==> src/rtl/rfaludm_pkg.sv <==
// Shared constants for the RFALUDM controller: state codes, opcodes, funct codes, ALU codes.
package rfaludm_pkg;

    typedef logic [3:0] state_t;

    localparam state_t S_FETCH  = 4'd0;
    localparam state_t S_DECODE = 4'd1;
    localparam state_t S_MADDR  = 4'd2;
    localparam state_t S_MRD    = 4'd3;
    localparam state_t S_MWB    = 4'd4;
    localparam state_t S_MWR    = 4'd5;
    localparam state_t S_REXEC  = 4'd6;
    localparam state_t S_RWB    = 4'd7;
    localparam state_t S_BR     = 4'd8;
    localparam state_t S_IEXEC  = 4'd9;
    localparam state_t S_IWB    = 4'd10;

    localparam logic [5:0] OP_R    = 6'h00;
    localparam logic [5:0] OP_LW   = 6'h23;
    localparam logic [5:0] OP_SW   = 6'h2B;
    localparam logic [5:0] OP_BEQ  = 6'h04;
    localparam logic [5:0] OP_ADDI = 6'h08;

    localparam logic [5:0] FN_ADD = 6'h20;
    localparam logic [5:0] FN_SUB = 6'h22;
    localparam logic [5:0] FN_AND = 6'h24;
    localparam logic [5:0] FN_OR  = 6'h25;
    localparam logic [5:0] FN_SLT = 6'h2A;

    localparam logic [4:0] ALU_AND = 5'h00;
    localparam logic [4:0] ALU_OR  = 5'h01;
    localparam logic [4:0] ALU_ADD = 5'h02;
    localparam logic [4:0] ALU_SUB = 5'h06;
    localparam logic [4:0] ALU_SLT = 5'h07;

endpackage

==> src/rtl/rfaludm_ctrl_if.sv <==
// Instruction handshake and datapath control bundle for rfaludm_ctrl.
// Perf counter signals exist only when RFALUDM_CTRL_PERF_EN is defined.
interface rfaludm_ctrl_if #(
    parameter int INSTR_W = 32,
    parameter int ALUOP_W = 5
);
    logic               InstrValid;
    logic [INSTR_W-1:0] Instr;
    logic               Zero;
    logic               InstrReady;
    logic [4:0]         Read1;
    logic [4:0]         Read2;
    logic [4:0]         ins_15_11;
    logic [15:0]        SEin;
    logic               RegDst;
    logic               RegWrite;
    logic               ALUSrc;
    logic               MemtoReg;
    logic               MemWrite;
    logic               MemRead;
    logic [ALUOP_W-1:0] ALUOp;
    logic               BranchTaken;
    logic               Done;
    logic               Illegal;
`ifdef RFALUDM_CTRL_PERF_EN
    logic [31:0]        InstrCount;
    logic [15:0]        IllegalCount;
`endif

    modport slave (
        input  InstrValid, Instr, Zero,
        output InstrReady, Read1, Read2, ins_15_11, SEin,
               RegDst, RegWrite, ALUSrc, MemtoReg, MemWrite, MemRead,
               ALUOp, BranchTaken, Done, Illegal
`ifdef RFALUDM_CTRL_PERF_EN
             , InstrCount, IllegalCount
`endif
    );

    modport master (
        output InstrValid, Instr, Zero,
        input  InstrReady, Read1, Read2, ins_15_11, SEin,
               RegDst, RegWrite, ALUSrc, MemtoReg, MemWrite, MemRead,
               ALUOp, BranchTaken, Done, Illegal
`ifdef RFALUDM_CTRL_PERF_EN
             , InstrCount, IllegalCount
`endif
    );
endinterface

==> src/rtl/rfaludm_alu_dec.sv <==
// R-type funct -> ALU operation decoder; flags functs the ALU does not support.
module rfaludm_alu_dec
    import rfaludm_pkg::*;
(
    input  logic [5:0] funct,
    output logic [4:0] alu_op,
    output logic       illegal
);
    always_comb begin
        alu_op  = ALU_AND;
        illegal = 1'b0;
        case (funct)
            FN_ADD:  alu_op = ALU_ADD;
            FN_SUB:  alu_op = ALU_SUB;
            FN_AND:  alu_op = ALU_AND;
            FN_OR:   alu_op = ALU_OR;
            FN_SLT:  alu_op = ALU_SLT;
            default: illegal = 1'b1;
        endcase
    end
endmodule

==> src/rtl/rfaludm_ctrl.sv <==
// Multi-cycle control FSM for the RFALUDM datapath: latches one instruction per
// handshake and sequences Moore strobes. RFALUDM_CTRL_PERF_EN adds Done/Illegal counters.
module rfaludm_ctrl
    import rfaludm_pkg::*;
#(
    parameter int INSTR_W = 32,
    parameter int ALUOP_W = 5
) (
    input  logic            Clock,
    input  logic            Reset,
    rfaludm_ctrl_if.slave   bus
);
    state_t             state_q, state_d;
    logic [INSTR_W-1:0] ir_q, ir_d;

    logic [5:0]         opcode;
    logic [4:0]         fn_op;
    logic               fn_ill;
    logic               op_ill;
    logic               accept;

    logic               reg_dst, reg_write, alu_src, mem_to_reg, mem_write, mem_read;
    logic               branch_taken, done, illegal;
    logic [ALUOP_W-1:0] alu_op;

    assign opcode = ir_q[31:26];
    assign accept = bus.InstrValid && (state_q == S_FETCH);
    assign op_ill = !(opcode inside {OP_R, OP_LW, OP_SW, OP_BEQ, OP_ADDI});

    rfaludm_alu_dec u_alu_dec (
        .funct   (ir_q[5:0]),
        .alu_op  (fn_op),
        .illegal (fn_ill)
    );

    always_comb begin
        ir_d    = accept ? bus.Instr : ir_q;
        state_d = state_q;
        case (state_q)
            S_FETCH:  if (accept) state_d = S_DECODE;
            S_DECODE: begin
                case (opcode)
                    OP_R:          state_d = S_REXEC;
                    OP_LW, OP_SW:  state_d = S_MADDR;
                    OP_BEQ:        state_d = S_BR;
                    OP_ADDI:       state_d = S_IEXEC;
                    default:       state_d = S_FETCH;
                endcase
            end
            S_MADDR:  state_d = (opcode == OP_LW) ? S_MRD : S_MWR;
            S_MRD:    state_d = S_MWB;
            S_REXEC:  state_d = S_RWB;
            S_IEXEC:  state_d = S_IWB;
            default:  state_d = S_FETCH;
        endcase
    end

    // Strobes depend only on state (plus Zero for the branch flag), so a reset
    // forces them low immediately with no sequencing glitch.
    always_comb begin
        reg_dst      = 1'b0;
        reg_write    = 1'b0;
        alu_src      = 1'b0;
        mem_to_reg   = 1'b0;
        mem_write    = 1'b0;
        mem_read     = 1'b0;
        branch_taken = 1'b0;
        done         = 1'b0;
        illegal      = 1'b0;
        alu_op       = '0;
        case (state_q)
            S_DECODE: illegal = op_ill;
            S_MADDR, S_IEXEC: begin
                alu_src = 1'b1;
                alu_op  = ALUOP_W'(ALU_ADD);
            end
            S_MRD: begin
                alu_src  = 1'b1;
                alu_op   = ALUOP_W'(ALU_ADD);
                mem_read = 1'b1;
            end
            S_MWB: begin
                alu_src    = 1'b1;
                alu_op     = ALUOP_W'(ALU_ADD);
                mem_read   = 1'b1;
                mem_to_reg = 1'b1;
                reg_write  = 1'b1;
                done       = 1'b1;
            end
            S_MWR: begin
                alu_src   = 1'b1;
                alu_op    = ALUOP_W'(ALU_ADD);
                mem_write = 1'b1;
                done      = 1'b1;
            end
            S_REXEC: begin
                alu_op  = ALUOP_W'(fn_op);
                illegal = fn_ill;
            end
            S_RWB: begin
                alu_op    = ALUOP_W'(fn_op);
                reg_dst   = 1'b1;
                reg_write = !fn_ill;
                done      = 1'b1;
            end
            S_BR: begin
                alu_op       = ALUOP_W'(ALU_SUB);
                branch_taken = bus.Zero;
                done         = 1'b1;
            end
            S_IWB: begin
                alu_src   = 1'b1;
                alu_op    = ALUOP_W'(ALU_ADD);
                reg_write = 1'b1;
                done      = 1'b1;
            end
            default: ;
        endcase
    end

    always_ff @(posedge Clock or posedge Reset) begin
        if (Reset) begin
            state_q <= S_FETCH;
            ir_q    <= '0;
        end else begin
            state_q <= state_d;
            ir_q    <= ir_d;
        end
    end

`ifdef RFALUDM_CTRL_PERF_EN
    logic [31:0] icnt_q, icnt_d;
    logic [15:0] ill_q, ill_d;

    always_comb begin
        icnt_d = icnt_q + {31'd0, done};
        ill_d  = (illegal && (ill_q != 16'hFFFF)) ? ill_q + 16'd1 : ill_q;
    end

    always_ff @(posedge Clock or posedge Reset) begin
        if (Reset) begin
            icnt_q <= '0;
            ill_q  <= '0;
        end else begin
            icnt_q <= icnt_d;
            ill_q  <= ill_d;
        end
    end

    assign bus.InstrCount   = icnt_q;
    assign bus.IllegalCount = ill_q;
`endif

    assign bus.InstrReady  = (state_q == S_FETCH);
    assign bus.Read1       = ir_q[25:21];
    assign bus.Read2       = ir_q[20:16];
    assign bus.ins_15_11   = ir_q[15:11];
    assign bus.SEin        = ir_q[15:0];
    assign bus.RegDst      = reg_dst;
    assign bus.RegWrite    = reg_write;
    assign bus.ALUSrc      = alu_src;
    assign bus.MemtoReg    = mem_to_reg;
    assign bus.MemWrite    = mem_write;
    assign bus.MemRead     = mem_read;
    assign bus.ALUOp       = alu_op;
    assign bus.BranchTaken = branch_taken;
    assign bus.Done        = done;
    assign bus.Illegal     = illegal;

endmodule
==> src/flat_wrapper.sv <==
// flat-port wrapper written by rule: the top's interface ports become plain ports
module rfaludm_ctrl_flat import rfaludm_pkg::*;
#(
    parameter int INSTR_W = 32,
    parameter int ALUOP_W = 5
)
  (Clock, Reset, bus_InstrValid, bus_Instr, bus_Zero, bus_InstrReady, bus_Read1, bus_Read2, bus_ins_15_11, bus_SEin, bus_RegDst, bus_RegWrite, bus_ALUSrc, bus_MemtoReg, bus_MemWrite, bus_MemRead, bus_ALUOp, bus_BranchTaken, bus_Done, bus_Illegal);
  rfaludm_ctrl_if #(.INSTR_W(INSTR_W), .ALUOP_W(ALUOP_W)) bus_i ();
  input  logic Clock;
  input  logic Reset;
  input wire logic [$bits(bus_i.InstrValid)-1:0] bus_InstrValid;
  input wire logic [$bits(bus_i.Instr)-1:0] bus_Instr;
  input wire logic [$bits(bus_i.Zero)-1:0] bus_Zero;
  output wire logic [$bits(bus_i.InstrReady)-1:0] bus_InstrReady;
  output wire logic [$bits(bus_i.Read1)-1:0] bus_Read1;
  output wire logic [$bits(bus_i.Read2)-1:0] bus_Read2;
  output wire logic [$bits(bus_i.ins_15_11)-1:0] bus_ins_15_11;
  output wire logic [$bits(bus_i.SEin)-1:0] bus_SEin;
  output wire logic [$bits(bus_i.RegDst)-1:0] bus_RegDst;
  output wire logic [$bits(bus_i.RegWrite)-1:0] bus_RegWrite;
  output wire logic [$bits(bus_i.ALUSrc)-1:0] bus_ALUSrc;
  output wire logic [$bits(bus_i.MemtoReg)-1:0] bus_MemtoReg;
  output wire logic [$bits(bus_i.MemWrite)-1:0] bus_MemWrite;
  output wire logic [$bits(bus_i.MemRead)-1:0] bus_MemRead;
  output wire logic [$bits(bus_i.ALUOp)-1:0] bus_ALUOp;
  output wire logic [$bits(bus_i.BranchTaken)-1:0] bus_BranchTaken;
  output wire logic [$bits(bus_i.Done)-1:0] bus_Done;
  output wire logic [$bits(bus_i.Illegal)-1:0] bus_Illegal;
  assign bus_i.InstrValid = bus_InstrValid;
  assign bus_i.Instr = bus_Instr;
  assign bus_i.Zero = bus_Zero;
  assign bus_InstrReady = bus_i.InstrReady;
  assign bus_Read1 = bus_i.Read1;
  assign bus_Read2 = bus_i.Read2;
  assign bus_ins_15_11 = bus_i.ins_15_11;
  assign bus_SEin = bus_i.SEin;
  assign bus_RegDst = bus_i.RegDst;
  assign bus_RegWrite = bus_i.RegWrite;
  assign bus_ALUSrc = bus_i.ALUSrc;
  assign bus_MemtoReg = bus_i.MemtoReg;
  assign bus_MemWrite = bus_i.MemWrite;
  assign bus_MemRead = bus_i.MemRead;
  assign bus_ALUOp = bus_i.ALUOp;
  assign bus_BranchTaken = bus_i.BranchTaken;
  assign bus_Done = bus_i.Done;
  assign bus_Illegal = bus_i.Illegal;
  rfaludm_ctrl #(.INSTR_W(INSTR_W), .ALUOP_W(ALUOP_W)) u_core (.Clock(Clock), .Reset(Reset), .bus(bus_i));
endmodule
==> config.mk <==
export PLATFORM = sky130hd
export DESIGN_NAME = rfaludm_ctrl_flat
export DESIGN_NICKNAME = d
export VERILOG_FILES = /design/src/rtl/rfaludm_pkg.sv /design/src/rtl/rfaludm_ctrl_if.sv /design/src/rtl/rfaludm_alu_dec.sv /design/src/rtl/rfaludm_ctrl.sv /design/src/flat_wrapper.sv
export SDC_FILE = /design/constraint.sdc
export NUM_CORES = 1
export LEC_CHECK = 0
export ABC_CLOCK_PERIOD_IN_PS = 3150
export BUFFER_PORTS_ARGS = -buffer_cell sky130_fd_sc_hd__buf_4
export CAP_MARGIN = 20
export CORE_ASPECT_RATIO = 1.1
export CORE_MARGIN = 1
export CORE_UTILIZATION = 40
export DETAILED_ROUTE_END_ITERATION = 12
export PLACE_DENSITY_LB_ADDON = 0.3
export RECOVER_POWER = 25
export SYNTH_ARGS = -nofsm -noshare
export SYNTH_HDL_FRONTEND = slang
export SYNTH_SLANG_ARGS = --single-unit
==> constraint.sdc <==
create_clock -name Clock -period 3.15 [get_ports Clock]
set_input_delay 0.945 -clock Clock [delete_from_list [all_inputs] [get_ports Clock]]
set_output_delay 0.945 -clock Clock [all_outputs]
set_load 0.005 [all_outputs]
# Yosys cells after proc, flatten, opt, wreduce, memory -nomap -nowiden

Cells that the tools add are included.

Logic and storage cells: 50
Register bits: 36
Output and inout port bits: 46

Eq/ne operators: 20
Reductions and logical operators: 12
Muxes and demuxes: 16

Operators with widths:

| operator           | count |
|---|---|
| $eq 6x6->1 const B | 7 |
| $pmux 4 s6         | 1 |
| $eq 4x3->1 const B | 4 |
| $pmux 4 s4         | 1 |
| $eq 4x4->1 const B | 3 |
| $pmux 3 s4         | 1 |
| $reduce_or 5->1    | 2 |
| $pmux 3 s3         | 1 |
| $eq 4x2->1 const B | 2 |
| $mux 1             | 8 |
| $reduce_or 2->1    | 4 |
| $eq 6x3->1 const B | 1 |
| $eq 6x4->1 const B | 1 |
| $logic_not 6->1    | 1 |
| $reduce_or 6->1    | 1 |
| $reduce_bool 5->1  | 1 |
| $eq 4x1->1 const B | 1 |
| $logic_not 4->1    | 1 |
| $mux 4             | 1 |
| $pmux 1 s2         | 2 |
| $mux 3             | 1 |
| $ne 2x1->1 const B | 1 |
| $logic_and 1x1->1  | 1 |
| $logic_not 1->1    | 1 |

# Logic depth before layout (Yosys ltp)

Gate-level depths: netlist of run 1.

Depth in word-level cells: 4
Depth in mapped cells: 5

# Hierarchy

A second synthesis of run 1 with hierarchy kept.

Cell total of the unflattened synthesis: 182
Area, all modules: 2,004.4 um^2

Modules (own cells, without submodules):

| module          | area each (um^2) | cells each | times used | seq. area each (um^2) |
|---|---|---|---|---|
| rfaludm_ctrl    | 1,913.1          | 170        | 1          | 900.9 |
| rfaludm_alu_dec | 91.3             | 12         | 1          | 0.0 |

# Worst setup path after synthesis of run 1

No wires, ideal clock.

Path type: register to output
Start point: register u_core.state_q[0]
End point: output bus_RegWrite
Stages on the path, launching flop included: 5
Setup slack: 1.011 ns
Data required time: 2.205 ns
Arrival time: 1.194 ns
Cells stage by stage: dfrtp_1 > buf_2 > nor4b_1 > a31oi_1 > o21ai_0

Longest elaborated chain between the ends: 3
Elaborated cells between the ends (all ways): 5
Classes of those cells: eq/ne: 3; mux: 1; reduce/logical: 1

Ends and longest elaborated chain:

| what                                     | line                | source |
|---|---|---|
| from (decl)                              | rfaludm_ctrl.sv:13  | `state_t state_q, state_d;` |
| from (signal assigned)                   | rfaludm_ctrl.sv:126 | `state_q <= state_d;` |
| $eq 4x3->1 or $eq 4x4->1 (tied branches) | rfaludm_ctrl.sv:71  | `case (state_q)` |
| $reduce_or 2->1 (no line)                | --                  |  |
| $pmux 1 s2 (*)                           | rfaludm_ctrl.sv:71  |  |
| to (decl)                                | flat_wrapper.sv:20  | `output wire logic [$bits(bus_i.RegWrite)-1:0] bus_RegWrite;` |

Every way passes the cells marked *; elsewhere a longest branch is shown, timed or not.

# Worst setup path after layout of run 1

Start point: register u_core.state_q[1]
End point: output bus_Illegal

Longest elaborated chain between the ends: 2
Elaborated cells between the ends (all ways): 3
Classes of those cells: eq/ne: 2; mux: 1

Ends and longest elaborated chain:

| what                                     | line               | source |
|---|---|---|
| $eq 4x3->1 or $eq 4x1->1 (tied branches) | rfaludm_ctrl.sv:71 |  |
| $pmux 1 s2 (*)                           | rfaludm_ctrl.sv:71 |  |
| to (decl)                                | flat_wrapper.sv:28 | `output wire logic [$bits(bus_i.Illegal)-1:0] bus_Illegal;` |

Marks and branches as above.

==> metrics.txt, run 1 <==
dpl cells 296; asr flop ratio synth 100%; switching pwr 819 uW; Die ar. 5670 um2; ratio of cells with drive above 1 in the final layout 53.2%; internal cell power 1.74 mW; Period minus WS final 2.78 ns; footprint of the multi-input gates 921 um2; clk sink count 36; post-cts gate resize count 0; worst-margin pin slew 1.86 ns; Worst EP arrival 1.83 ns; Post-synth EDFFs 0; Final TNS setup 0 ns; Max Fclk 360 MHz; final cell count without fillers 303; wire length per cell 12.6 um; Reg2Reg Depth 4; dpl hpwl 2.79 mm; setup slack, reg-to-reg 1.10 ns; CTS buffer count 5; Vias/cell 4.76; LEAKAGE 1.32 nW; Synth Flop Type dfrtp_1; R2R Path End u_core.ir_q[23]$_DFFE_PP0P_; CP max FO 22; most frequent cells in the layout 78 x buf_4, 36 x dfrtp_1, 30 x mux2_4; Syn-to-layout area delta 23.1%; Initial DRC Count 117; Util after Layout 51.8%; I/O pin count 82; Synth Register Bits 36; vias in the first global route 1436; sw frac 32.0%; Die Ht 78.8 um; min-delay worst type flip-flop to flip-flop; Max IR drop VDD 0.000362 V; synthesized area per cell 11.7 um2; GRT overflow 0; Max clock buf depth 2; Post-route DRC 0; initial antenna violation count 0; Logic pwr share 50.1%; Worst Hold End u_core.ir_q[7]$_DFFE_PP0P_; Max stage delay cell, worst path dfrtp_1; Worst Path Required 2.20 ns; final WL 3.81 mm; routed via count 1441; failing checks capacitance limit, slew limit; CTS tree done; clock root cell clkbuf_8; synthesized area 2150 um2; pwr dens 969 nW/um2; Reg area 901 um2; cell row count 27; Tcrit/Tclk final 88.1%; Starting Density 42.1%; Die Wd 71.9 um; Placeable Area 5100 um2; DRT Pass-1 Iters 4; layout net count 267; Worst Hold Path Cells 1; DRT antenna net count 0; Clock transition at path regs 0.07 ns; endpoints failing setup 0; Global Route Usage Sum 14.9%; hold buffers post-CTS 0; outcome finished, violations left; maxcap violations 1; H-tree depth 2; CP Launch Type flip-flop; final hold slack 0.507 ns; final slew viol count 37; Reg2Reg Launch Point u_core.state_q[1]$_DFFE_PP0P_; Rel. slew slack -24.3%; commonest non-fill, non-tap cell in the layout buf_4; largest stage delay on the critical path 0.61 ns; hold_sp u_core.ir_q[7]$_DFFE_PP0P_; Final Hold Viols 0; RSZ-0062 raised after global routing no; Setup Buffers After CTS 0; register share of total power 36.4%; Ant. Diodes 0; GP Congestion 0.779; Mapped Cells 184; FILL cells 480; first-pass GRT wire length 6.60 mm; Crit Path Class flip-flop to output pin; unique cell type count in the Yosys netlist 40; port bufs 79; Worst Skew 0.00401 ns; Clk Latency, worst-skew pair 0.28 ns; largest net degree at the start of global routing 37; Clock power frac 13.5%; Seq/Total Area, Yosys 42.0%; Yosys warning count 0; crit-path cells nor4b_1, a32o_1, buf_4; Crit. End Element output pin
metrics by stage:
stage / total power [mW] / setup slack, ns / cell area (um2)
final: 2.56 / 0.374 / 2640
after global routing: 2.77 / 0.228 / 2640
after CTS: 2.60 / 0.355 / 2650
after detailed placement: 2.24 / 0.665 / 2550
after global placement: 2.22 / 0.693 / 2550
after floorplan: 1.98 / 1.01 / 2150
worst max-delay path by stage:
stage | from | to
floorplan | u_core.state_q[0]$_DFFE_PP0P_ | bus_RegWrite
global route | u_core.state_q[1]$_DFFE_PP0P_ | bus_Illegal
detailed placement | u_core.state_q[1]$_DFFE_PP0P_ | bus_Illegal
finish | u_core.state_q[1]$_DFFE_PP0P_ | bus_Illegal
CTS | u_core.state_q[1]$_DFFE_PP0P_ | bus_Illegal
global placement | u_core.state_q[1]$_DFFE_PP0P_ | bus_Illegal
Yosys cell counts, types with 3 or more instances:
| cell | instances | area [um2] |
|---|---|---|
| nor2b_1 | 5 | 31.3 |
| nand3_1 | 5 | 25.0 |
| and3_1 | 3 | 18.8 |
| dfrtp_1 | 36 | 901 |
| o211ai_1 | 4 | 30.0 |
| buf_4 | 33 | 248 |
| nand2_1 | 6 | 22.5 |
| a31oi_1 | 3 | 18.8 |
| buf_6 | 3 | 33.8 |
| a21oi_1 | 4 | 20.0 |
| mux2_4 | 30 | 450 |
| buf_2 | 5 | 25.0 |
| nor2_1 | 4 | 15.0 |
| nand2b_1 | 3 | 18.8 |
| xor2_1 | 3 | 26.3 |
| o21ai_0 | 3 | 15.0 |
| inv_1 | 5 | 18.8 |
| nor3_1 | 3 | 15.0 |
logic make-up (layout without fill, tap and decap cells):
group / Yosys count / count (layout) / synth area share, %
flip-flops: 36 / 36 / 42.0
other: 1 / 2 / 0.175
XOR/XNOR: 3 / 3 / 1.22
AO/OA/AOI/OAI: 22 / 22 / 6.88
AND/OR/NAND/NOR: 43 / 43 / 12.4
buffers and inverters: 47 / 93 / 15.3
multiplexers: 32 / 32 / 22.0
sequential cells by signal (all words and copies together) (netlist names):
| name | count |
|---|---|
| u_core.ir_q | 32 |
| u_core.state_q | 4 |
critical path: cells and delay by family (launching register included):
family	cells	cell delay, ns
AOI/OAI and AO/OA	1	0.25
buffers and inverters	1	0.11
DFF	1	0.61
and+or+nand+nor	1	0.59
layer usage:
metal  GRT usage (%)  wire length (um)
met1            19.9              1700
met2            22.7              1850
met3            3.30               188
met4            7.06                63
met5               0                 0
power by group through the flow:
stage               Combinational, mW  Clock, mW  Sequential (mW)
floorplan                        1.14          0            0.841
global placement                 1.29          0            0.930
detailed placement               1.30          0            0.938
CTS                              1.31      0.360            0.932
global route                     1.40      0.381            0.983
finish                           1.28      0.345            0.933
cell type report:
cell class	instances	share of cell area, %
Tap cell	72	3.41
Timing Repair Buffer	81	23.3
Sequential cell	36	34.1
Multi-Input combinational cell	102	34.8
Clock buffer	7	3.64
Inverter	5	0.710
Power figures use the tool's default switching activity.
==> inputs of run 2 (changes only) <==
Settings changed: BUFFER_PORTS_ARGS -buffer_cell sky130_fd_sc_hd__buf_4 to -buffer_cell sky130_fd_sc_hd__buf_2.
==> run 2 against run 1 <==
The flow still finishes with violations (capacitance limit, slew limit). Largest cell class unchanged. Non-clock buffer count grew 1. Combinational power down 13%. Sequential power fell by 1%. Critical path depth did not move. Critical path type unchanged. Clock power grew 17%. First-iteration DRC count shrank 43%. Core utilization down 3.7 points. Die area is the same. Sequential share of layout area grew 2.6 points. Critical endpoint unchanged.
==> metrics.txt, run 2 (synthesized netlist as in run 1, its figures left out) <==
Rel. slew slack -26.5% (was -24.3%); Worst Path Buf+Inv 1 (unchanged); min-delay worst type flip-flop to flip-flop (unchanged); Worst Path Required 2.20 ns (about the same); initial antenna violation count 0 (unchanged); Period minus WS final 2.78 ns (about the same); crit-path cells nor4b_1, a32o_1, buf_2 (was nor4b_1, a32o_1, buf_4); Max IR drop VDD 0.000378 V (was 0.000362 V); hold buffers post-CTS 0 (unchanged); GP Congestion 0.784 (was 0.779); Ant. Diodes 0 (unchanged); Die Wd 71.9 um (unchanged); Tcrit/Tclk final 88.4% (was 88.1%); Top Registers u_core.ir_q: 32 flops, u_core.state_q: 4 flops (unchanged); maxcap violations 1 (unchanged); most frequent cells in the layout 79 x buf_2, 36 x dfrtp_1, 30 x mux2_4 (was 78 x buf_4, 36 x dfrtp_1, 30 x mux2_4); pwr dens 996 nW/um2 (was 969 nW/um2); Max stage delay cell, worst path dfrtp_1 (unchanged); Largest register FFs 32 (unchanged); Worst Skew 0.00399 ns (was 0.00401 ns); Crit. End Element output pin (unchanged); Final TNS setup 0 ns (unchanged); post-cts gate resize count 0 (unchanged); dpl cells 297 (was 296); Logic pwr share 45.8% (was 50.1%); final WL 3.72 mm (was 3.81 mm); H-tree depth 2 (unchanged); setup slack, reg-to-reg 1.07 ns (was 1.10 ns); cell row count 27 (unchanged); vias in the first global route 1340 (was 1436); worst-margin pin slew 1.90 ns (was 1.86 ns); Tot Pwr 2.45 mW (was 2.56 mW); RSZ-0062 raised after global routing no (unchanged); critical path's top delay family flip-flops (unchanged); Die Ht 78.8 um (unchanged); Clk Latency, worst-skew pair 0.29 ns (was 0.28 ns); DRT antenna net count 0 (unchanged); Worst EP arrival 1.84 ns (was 1.83 ns); Vias/cell 4.65 (was 4.76); sw frac 33.4% (was 32.0%); Post-route DRC 0 (unchanged); wire length per cell 12.2 um (was 12.6 um); Placement Cell Area 2350 um2 (was 2550 um2); final hold slack 0.504 ns (was 0.507 ns); layout net count 268 (was 267); first-pass GRT wire length 6.24 mm (was 6.60 mm); switching pwr 817 uW (was 819 uW); Max Fclk 359 MHz (was 360 MHz); Setup Buffers After CTS 0 (unchanged); dpl hpwl 2.70 mm (was 2.79 mm); largest net degree at the start of global routing 37 (unchanged); CP Launch Type flip-flop (unchanged); Clock power frac 16.5% (was 13.5%); failing checks capacitance limit, slew limit (unchanged); CTS buffer count 5 (unchanged); commonest non-fill, non-tap cell in the layout buf_2 (was buf_4); clk sink count 36 (unchanged); DRT Pass-1 Iters 4 (unchanged); routed via count 1417 (was 1441); Clock transition at path regs 0.07 ns (about the same); GRT overflow 0 (unchanged); LEAKAGE 1.26 nW (was 1.32 nW); final slew viol count 37 (unchanged); outcome finished, violations left (unchanged); largest stage delay on the critical path 0.61 ns (about the same); Critical Path Source u_core.state_q[1]$_DFFE_PP0P_ (unchanged); ratio of cells with drive above 1 in the final layout 53.6% (was 53.2%); endpoints failing setup 0 (unchanged); register share of total power 37.7% (was 36.4%); CTS tree done (unchanged); clock root cell clkbuf_8 (unchanged); Starting Density 42.1% (unchanged); Syn-to-layout area delta 14.4% (was 23.1%); Die ar. 5670 um2 (unchanged); Placeable Area 5100 um2 (unchanged); Max clock buf depth 2 (unchanged); register with the most flip-flops u_core.ir_q (unchanged); final cell count without fillers 305 (was 303); internal cell power 1.63 mW (was 1.74 mW); Global Route Usage Sum 14.1% (was 14.9%); Initial DRC Count 67 (was 117); fin area 2460 um2 (was 2640 um2); CP max FO 22 (unchanged); port bufs 79 (unchanged); Crit Path Class flip-flop to output pin (unchanged); hold_sp u_core.ir_q[7]$_DFFE_PP0P_ (unchanged); I/O pin count 82 (unchanged); Reg2Reg Launch Point u_core.state_q[1]$_DFFE_PP0P_ (unchanged); Final Hold Viols 0 (unchanged)
## run 2: worst paths after layout
kind / to / cells after the start
setup / recovery: bus_Illegal / 3
hold / removal: u_core.ir_q[7]$_DFFE_PP0P_ / 1
hold reg to reg: u_core.ir_q[7]$_DFFE_PP0P_ / 1
max in group asynchronous: u_core.ir_q[3]$_DFFE_PP0P_ / 3
min in group asynchronous: u_core.ir_q[19]$_DFFE_PP0P_ / 3
setup reg to reg: u_core.ir_q[1]$_DFFE_PP0P_ / 4
## run 2: worst reg2reg max path, cell delays in order (launching register included)
cell and delay [ns]:
dfrtp_1 0.61, nor4_4 0.40, nand2_2 0.33, buf_4 0.33, mux2_4 0.31
## run 2: layer usage
layer	GRT usage, %	share of wire [%]	vias to the layer above
met1	19.1	48	670
met2	21.3	46	39
met4	5.88	1.8	0
met5	0	0	-
li1	-	-	703
met3	3.68	3.8	5
## run 2: layout make-up
cell class / instances / area (um2)
fill: 498 / 2650
multi-input combinational: 102 / 921
sequential: 36 / 901
timing repair buffer: 82 / 414
tap: 72 / 90.1
clock buffer: 5 / 68.8
clock inverter: 3 / 42.5
inverter: 5 / 18.8
## run 2: stage by stage
step / setup slack [ns] / utilization, %
global route: 0.164 / 48.1
detailed placement: 0.665 / 46.0
floorplan: 1.01 / -
CTS: 0.340 / 48.2
global placement: 0.697 / 46.0
finish: 0.366 / 48.1
## run 2: power groups by stage
stage                     sequential (mW)  clock (mW)  combinational (mW)
after detailed placement            0.930           0                1.14
after floorplan                     0.841           0                1.14
after global routing                0.967       0.443                1.22
final                               0.923       0.404                1.12
after global placement              0.919           0                1.13
after CTS                           0.925       0.420                1.14
==> inputs of run 3 (changes only) <==
Settings changed: CORE_MARGIN 1 to 4, CORE_UTILIZATION 40 to 53.
==> run 3 against run 2 <==
The run still ends with capacitance limit, slew limit left. Clock power fell by 21%. Via count fell by 0.92%. Setup slack better by 0.0010 ns. Maximum frequency hardly changed. Die area fell by 9.4%. Sequential power is essentially flat. Critical path type unchanged. Largest cell class unchanged.
==> metrics.txt, run 3 (synthesized netlist as in run 1, its figures left out) <==
outcome finished, violations left (unchanged); failing checks capacitance limit, slew limit (unchanged); Largest register FFs 32 (unchanged); Crit. End Element output pin (unchanged); vias in the first global route 1297 (was 1340); endpoints failing setup 0 (unchanged); Period minus WS final 2.78 ns (about the same); Syn-to-layout area delta 12.5% (was 14.4%); hold_sp u_core.ir_q[7]$_DFFE_PP0P_ (unchanged); LEAKAGE 1.25 nW (was 1.26 nW); Clock transition at path regs 0.06 ns (was 0.07 ns); DRT Pass-1 Iters 4 (unchanged); routed via count 1404 (was 1417); layout net count 267 (was 268); Rel. slew slack -20.6% (was -26.5%); Ant. Diodes 0 (unchanged); post-cts gate resize count 0 (unchanged); initial antenna violation count 0 (unchanged); CP max FO 22 (unchanged); Critical Path Source u_core.state_q[1]$_DFFE_PP0P_ (unchanged); maxcap violations 1 (unchanged); DRT antenna net count 0 (unchanged); Final Hold Viols 0 (unchanged); Crit Path Class flip-flop to output pin (unchanged); Vias/cell 4.94 (was 4.65); Global Route Usage Sum 15.4% (was 14.1%); final cell count without fillers 284 (was 305); Placeable Area 3930 um2 (was 5100 um2); final slew viol count 37 (unchanged); largest net degree at the start of global routing 37 (unchanged); GRT overflow 0 (unchanged); pwr dens 986 nW/um2 (was 996 nW/um2); CTS tree done (unchanged); Top Registers u_core.ir_q: 32 flops, u_core.state_q: 4 flops (unchanged); Clk Latency, worst-skew pair 0.27 ns (was 0.29 ns); commonest non-fill, non-tap cell in the layout buf_2 (unchanged); Worst EP arrival 1.84 ns (about the same); Worst Path Required 2.20 ns (about the same); RSZ-0062 raised after global routing no (unchanged); Die Ht 74.8 um (was 78.8 um); first-pass GRT wire length 5.92 mm (was 6.24 mm); Max IR drop VDD 0.000434 V (was 0.000378 V); min-delay worst type flip-flop to flip-flop (unchanged); register with the most flip-flops u_core.ir_q (unchanged); ratio of cells with drive above 1 in the final layout 52.6% (was 53.6%); Tcrit/Tclk final 88.3% (was 88.4%); Post-route DRC 0 (unchanged); Die ar. 5130 um2 (was 5670 um2); final hold slack 0.499 ns (was 0.504 ns); most frequent cells in the layout 79 x buf_2, 36 x dfrtp_1, 30 x mux2_4 (unchanged); Worst Skew 0.00163 ns (was 0.00399 ns); GP Congestion 0.794 (was 0.784); wire length per cell 13.3 um (was 12.2 um); Reg2Reg Launch Point u_core.state_q[1]$_DFFE_PP0P_ (unchanged); worst-margin pin slew 1.81 ns (was 1.90 ns); Util after Layout 61.4% (was 48.1%); hold buffers post-CTS 0 (unchanged); Max clock buf depth 2 (unchanged); dpl cells 276 (was 297); H-tree depth 2 (unchanged); I/O pin count 82 (unchanged); Initial DRC Count 80 (was 67); Setup Buffers After CTS 0 (unchanged); CP Launch Type flip-flop (unchanged); dpl hpwl 2.93 mm (was 2.70 mm); clk sink count 36 (unchanged); port bufs 79 (unchanged); cell row count 24 (was 27); Final TNS setup 0 ns (unchanged); Max Fclk 359 MHz (about the same); Die Wd 68.7 um (was 71.9 um); final WL 3.77 mm (was 3.72 mm); Starting Density 54.6% (was 42.1%); clock root cell clkbuf_8 (unchanged); CTS buffer count 5 (unchanged)
-- run 3: changes by cell type in the layout (fill, tap and decap cells not counted), sizes merged --
cell | previous run | this run
clkbuf | 6 | 9
buf | 81 | 80
bufinv | 1 | 0
clkinv | 1 | 0
clkinvlp | 1 | 0
-- run 3: final timing paths --
path,cells after the start,end,slack [ns]
min in group asynchronous,3,u_core.ir_q[23]$_DFFE_PP0P_,1.31
worst min register to register,1,u_core.ir_q[7]$_DFFE_PP0P_,0.50
max in group asynchronous,3,u_core.ir_q[4]$_DFFE_PP0P_,0.80
worst min-delay path,1,u_core.ir_q[7]$_DFFE_PP0P_,0.50
worst max register to register,4,u_core.ir_q[20]$_DFFE_PP0P_,1.19
worst max-delay path,3,bus_Illegal,0.37
-- run 3: critical path: stages (launching register included) --
cell	delay, ns
dfrtp_1	0.61
nor4b_1	0.60
a32o_1	0.25
buf_2	0.11
-- run 3: cell type report --
cell class              instances  area [um2]
fillers                       353        1520
clock buffers                   8        90.1
flip-flops and latches         36         901
well taps                      52        65.1
multi-input cells             102         921
inverters                       5        18.8
repair buffers                 81         419
-- run 3: through the flow --
| stage | cell area (um2) | setup WS [ns] | total power [mW] |
|---|---|---|---|
| after floorplan | 2150 | 1.01 | 1.98 |
| after global placement | 2330 | 0.709 | 2.06 |
| after detailed placement | 2330 | 0.672 | 2.09 |
| after CTS | 2420 | 0.367 | 2.42 |
| after global routing | 2410 | 0.228 | 2.57 |
| final | 2410 | 0.367 | 2.38 |
-- run 3: routing by layer --
metal | share of wire [%] | GRT usage (%) | wire length (um) | vias up
met1 | 43 | 20.3 | 1630 | 661
met4 | 0.80 | 4.64 | 30 | 0
met2 | 50 | 24.7 | 1890 | 39
met3 | 5.9 | 4.18 | 222 | 2
li1 | - | - | - | 702
met5 | 0 | 0 | 0 | -
-- run 3: power breakdown --
part	leakage, nW	internal, mW	switching, mW	total [mW]
logic	0.780	0.712	0.431	1.14
clock network	0.0455	0.178	0.140	0.318
registers	0.429	0.692	0.229	0.921
